$ cat src/rtl/sc_stream_gen.sv
// Binary-to-stochastic encoder: compares a held value against an LFSR sample to emit a unipolar bitstream.
// Optional build macro SC_EXT_RAND_EN replaces the internal LFSR with an external randnum input.
module sc_stream_gen #(
   parameter int               WIDTH = 8,
   parameter int               LEN_W = 16,
   parameter logic [WIDTH-1:0] SEED  = 8'hAD,
   parameter logic [WIDTH-1:0] TAPS  = 8'hB8
) (
   input  logic             clk,
   input  logic             rst_n,
   input  logic             reseed,
   input  logic             in_valid,
   output logic             in_ready,
   input  logic [WIDTH-1:0] in_data,
   input  logic [LEN_W-1:0] in_len,
   output logic             bit_valid,
   input  logic             bit_ready,
   output logic             bit_out,
   output logic             done
`ifdef SC_EXT_RAND_EN
   ,
   input  logic [WIDTH-1:0] randnum
`endif
);

   typedef enum logic [1:0] {IDLE, RUN, DONE} state_t;

   state_t           state;
   logic [WIDTH-1:0] data_q;
   logic [LEN_W-1:0] rem;
   logic [WIDTH-1:0] rnd;
   logic             bit_hs;

   function automatic logic above_rnd(input logic [WIDTH-1:0] val, input logic [WIDTH-1:0] r);
      return val > r;
   endfunction

   function automatic logic [WIDTH-1:0] lfsr_step(input logic [WIDTH-1:0] v);
      return (v >> 1) ^ (v[0] ? TAPS : '0);
   endfunction

   assign bit_hs = bit_valid && bit_ready;

   always_ff @(posedge clk or negedge rst_n) begin
      if (!rst_n) begin
         state     <= IDLE;
         data_q    <= '0;
         rem       <= '0;
         in_ready  <= 1'b1;
         bit_valid <= 1'b0;
         done      <= 1'b0;
      end else begin
         case (state)
            IDLE: begin
               if (in_valid) begin
                  data_q   <= in_data;
                  rem      <= in_len;
                  in_ready <= 1'b0;
                  if (in_len != '0) begin
                     state     <= RUN;
                     bit_valid <= 1'b1;
                  end else begin
                     state <= DONE;
                     done  <= 1'b1;
                  end
               end
            end
            RUN: begin
               if (bit_hs) begin
                  rem <= rem - LEN_W'(1);
                  // Exit on the last handshake so a full-scale length never wraps.
                  if (rem == LEN_W'(1)) begin
                     state     <= DONE;
                     bit_valid <= 1'b0;
                     done      <= 1'b1;
                  end
               end
            end
            DONE: begin
               state    <= IDLE;
               done     <= 1'b0;
               in_ready <= 1'b1;
            end
            default: begin
               state     <= IDLE;
               in_ready  <= 1'b1;
               bit_valid <= 1'b0;
               done      <= 1'b0;
            end
         endcase
      end
   end

`ifdef SC_EXT_RAND_EN
   logic unused_reseed;
   assign unused_reseed = reseed;
   assign rnd = randnum;
`else
   logic [WIDTH-1:0] lfsr;

   // Advances only on a bit handshake, so stalls hold the sample and bit_out.
   always_ff @(posedge clk or negedge rst_n) begin
      if (!rst_n) begin
         lfsr <= SEED;
      end else if (state == IDLE && reseed) begin
         lfsr <= SEED;
      end else if (bit_hs) begin
         lfsr <= lfsr_step(lfsr);
      end
   end

   // LFSR spans 1..2^WIDTH-1; shifting down gives a uniform 0..2^WIDTH-2 threshold.
   assign rnd = lfsr - WIDTH'(1);
`endif

   assign bit_out = above_rnd(data_q, rnd) & bit_valid;

endmodule
$ cat config.mk
export PLATFORM = sky130hd
export DESIGN_NAME = sc_stream_gen
export DESIGN_NICKNAME = d
export VERILOG_FILES = /design/src/rtl/sc_stream_gen.sv
export SDC_FILE = /design/constraint.sdc
export NUM_CORES = 1
export LEC_CHECK = 0
export ABC_AREA = 1
export ABC_CLOCK_PERIOD_IN_PS = 2500
export CAP_MARGIN = 5
export CORE_ASPECT_RATIO = 0.6
export CORE_MARGIN = 1
export CORE_UTILIZATION = 30
export DETAILED_ROUTE_END_ITERATION = 8
export DONT_BUFFER_PORTS = 1
export PLACE_DENSITY = 0.53
export SYNTH_ARGS = -nofsm -noshare
export SYNTH_HDL_FRONTEND = slang
export SYNTH_SLANG_ARGS = --single-unit
export TNS_END_PERCENT = 30
$ cat constraint.sdc
create_clock -name clk -period 2.5 [get_ports clk]
set_input_delay 0.125 -clock clk [delete_from_list [all_inputs] [get_ports clk]]
set_output_delay 0.125 -clock clk [all_outputs]
set_load 0.03 [all_outputs]
==> impl_metrics.toml <==
[status]
status = "finished clean"

[logic_synthesis]
synth_area_per_cell_um2 = 6.98
synth_top_family_by_area = "simple AND/OR/NAND/NOR gates"
postSynth.asyncResetShare_pct = 100
synth.distinct_cells = 36
synthMuxAreaShare_pct = 0
yosys.area_share.xor_xnor_pct = 1.77
synth-compound-area-share_pct = 11.2
ys_ff_latch = 37
ys.warnings.count = 0
netlist_area_um2 = 2480
synth-adder-area-share_pct = 5.55
synth_top_cell_area_share_pct = 31.3
seq_area_frac_synth_pct = 37.7
syn-instance-count = 355
syn_nets = 395
yosysMostFrequentCell = "nand2_1"
yosys.area.top_type = "dfrtp_1"
synth_edf_count = 0
ys.flop_type = "dfrtp_1"
synth_area_leaders = "dfrtp_1 (31%), nand2_1 (17%), nor2_1 (9.8%)"
synth-simple-area-share_pct = 36.5
ys_top_cells_by_count = "nand2_1 (112), nor2_1 (65), dfrtp_1 (31), inv_1 (30), nand3_1 (18)"

[floorplan]
io_pins = 33
coreArea_um2 = 7950
die_w_um = 119
die_y_um = 72.4
initial_core_util_pct = 31.2
fp-row-count = 25
fp.dieArea_um2 = 8640

[cells_and_area]
layout-drive-gt1-share_pct = 11.3
area_growth_pct = 17.8
instances_no_fill = 480
nets = 411
regArea_um2 = 933
fillCellCount = 841
antenna_cells = 0
multi_input_area_um2 = 1370

[sta]
setup_tns_ps = 0
skew_ps = 5.34
rsz0062_at_grt = "false"
finalCritPeriodShare_pct = 94.5
setup_violations = 0
relSlewSlack_pct = 74.0
min_period_ps = 2360
drv_slew = 0
max_freq_ghz = 0.423
hold_viol = 0
worst_slew_pin_slew_ps = 390

[setup_path]
critPathLaunchType = "flop"
slowest_delay_ps = 590
crit_path_max_fanout = 6
r2r_start = "state[0]$_DFFE_PN0P_"
path_class = "reg2out"
crit_chain = "inv_2 -> ha_2 -> nand3_1 -> xor2_1 -> ha_1 -> nand2_1 -> nor2_2 -> nand3_1 -> o21ai_0 -> a21oi_1 -> buf_4"
critPathSlowestCell = "dfstp_2"
r2r_cells = 9
worst_ep_arrival_time_ps = 2240
cp.required_ps = 2380
path_common_cell = "nand3_1"
r2r_end = "bit_valid$_DFFE_PN0P_"
ff2ff_setup_slack_ps = 770
end_kind = "output port"

[clock_network]
clk_pin_slew_ps = 60
cts.sinks = 37
cts_tree = "done"
htreeDepth = 2
root_buffer = "clkbuf_16"
cts_buffer_depth = 2
cts_made_buffers = 5
clk_latency_ps = 280

[global_route]
grt_max_degree = 38
grt_pass1_wl_um = 10200
grt_pass1_vias = 2013
track_usage_pct = 15.3
antenna_found_initial = 0
overflow = 0

[pwr]
peakVddDrop_v = 0.000254
leakage_nw = 1.41
power-per-cell-area_nw_per_um2 = 508

[run]
max-cap-violations = 0

[routing]
viasPerCell = 4.69
dr.pass1.iters = 4
totalWireLength_um = 6090
wl_per_cell_um = 12.7
ant_nets = 0
drcViolationCount = 0
drtIter0Drc = 174
vias = 2249

[min_path]
min_path_cells = 2
holdPathEnd = "rem[4]$_DFFE_PN0P_"
hold_class = "in2reg"
worstHoldStart = "in_len[4]"

[placed_design]
gp_congestion = 0.819
io_buffers = 0
place_hpwl_um = 4550
dp.cells = 460
how the worst max path moves through the flow:
stage | start | to | slack, ps | cells after the start
floorplan | lfsr[0]$_DFFE_PN1P_ | bit_out | 270 | 10
global placement | lfsr[0]$_DFFE_PN1P_ | bit_out | 390 | 11
detailed placement | lfsr[0]$_DFFE_PN1P_ | bit_out | 350 | 11
CTS | lfsr[0]$_DFFE_PN1P_ | bit_out | 50 | 11
global route | lfsr[0]$_DFFE_PN1P_ | bit_out | 20 | 11
finish | lfsr[0]$_DFFE_PN1P_ | bit_out | 140 | 11
worst max-delay path, delay by kind of cell (launching register included):
family                     cells  cell delay [ps]
DFF                            1              590
buffers and inverters          2              250
AOI/OAI and AO/OA              2              210
and+or+nand+nor                4              320
adders and majority gates      2              450
xor gates and xnor gates       1              160
cell usage in the layout (no fill, tap or decap), types with 2 or more instances in the layout:
| master | synthesis | routed |
|---|---|---|
| nand2_4 | 2 | 2 |
| clkbuf_16 | 0 | 5 |
| or2_2 | 2 | 2 |
| o21ai_0 | 12 | 12 |
| o21a_1 | 2 | 2 |
| buf_4 | 2 | 7 |
| o211ai_1 | 5 | 5 |
| nand4_1 | 2 | 2 |
| inv_2 | 2 | 3 |
| o21ai_1 | 6 | 6 |
| a31oi_1 | 2 | 2 |
| dfrtp_1 | 31 | 31 |
| nor2_1 | 65 | 62 |
| inv_1 | 30 | 29 |
| ha_1 | 11 | 10 |
| nor2_2 | 1 | 4 |
| xor2_1 | 4 | 4 |
| nor3_1 | 3 | 3 |
| nand3_1 | 18 | 18 |
| dfstp_2 | 6 | 6 |
| dlygate4sd3_1 | 0 | 9 |
| bufinv_16 | 0 | 2 |
| a21oi_1 | 16 | 16 |
| nand3b_1 | 4 | 4 |
| nand2_1 | 112 | 112 |
stage by stage:
step	util, %	area, µm²	setup slack [ps]	power [mW]	hold slack, ps
finish	36.8	2920	137	1.48	12.4
global route	36.8	2920	16.3	1.54	24.0
CTS	36.4	2900	47.6	1.51	10.4
detailed placement	32.7	2590	347	0.651	-168
global placement	32.7	2590	386	0.651	-169
floorplan	-	2480	272	0.644	-171
routing by layer:
layer	routed length [µm]	track usage, %
met1	3490	25.0
met2	2210	19.4
met3	365	3.62
met4	27	2.92
met5	0	0
flip-flops by register name (all words and copies together) (netlist names):
name	cells
lfsr	8
bit_valid	1
data_q	8
in_ready	1
rem	16
state	2
done	1
repair_timing:
action | CTS | global route
setup buffers | 0 | 2
endpoints found under the hold margin | 45 | 0
setup endpoints to repair | 0 | 1
hold buffers | 10 | 0
gates resized for setup | 0 | 5
power breakdown:
part           switching, mW  internal, mW
clock network          0.247         0.570
logic                 0.0276        0.0242
registers            0.00778         0.608
total                  0.283          1.20
cell families after synthesis:
family	count (synthesis)
xor+xnor	5
buf+inv	41
fa+ha+maj	11
flops	37
simple gates	214
compound gates	47
layout make-up:
| class | instances | share of cell area [%] |
|---|---|---|
| Multi-Input combinational cell | 277 | 47.0 |
| Sequential cell | 37 | 32.0 |
| Inverter | 33 | 4.33 |
| Tap cell | 108 | 4.63 |
| Clock buffer | 5 | 4.28 |
| Timing Repair Buffer | 17 | 5.57 |
| Clock inverter | 3 | 2.23 |
No activity file was read; power rests on OpenSTA's default activity.
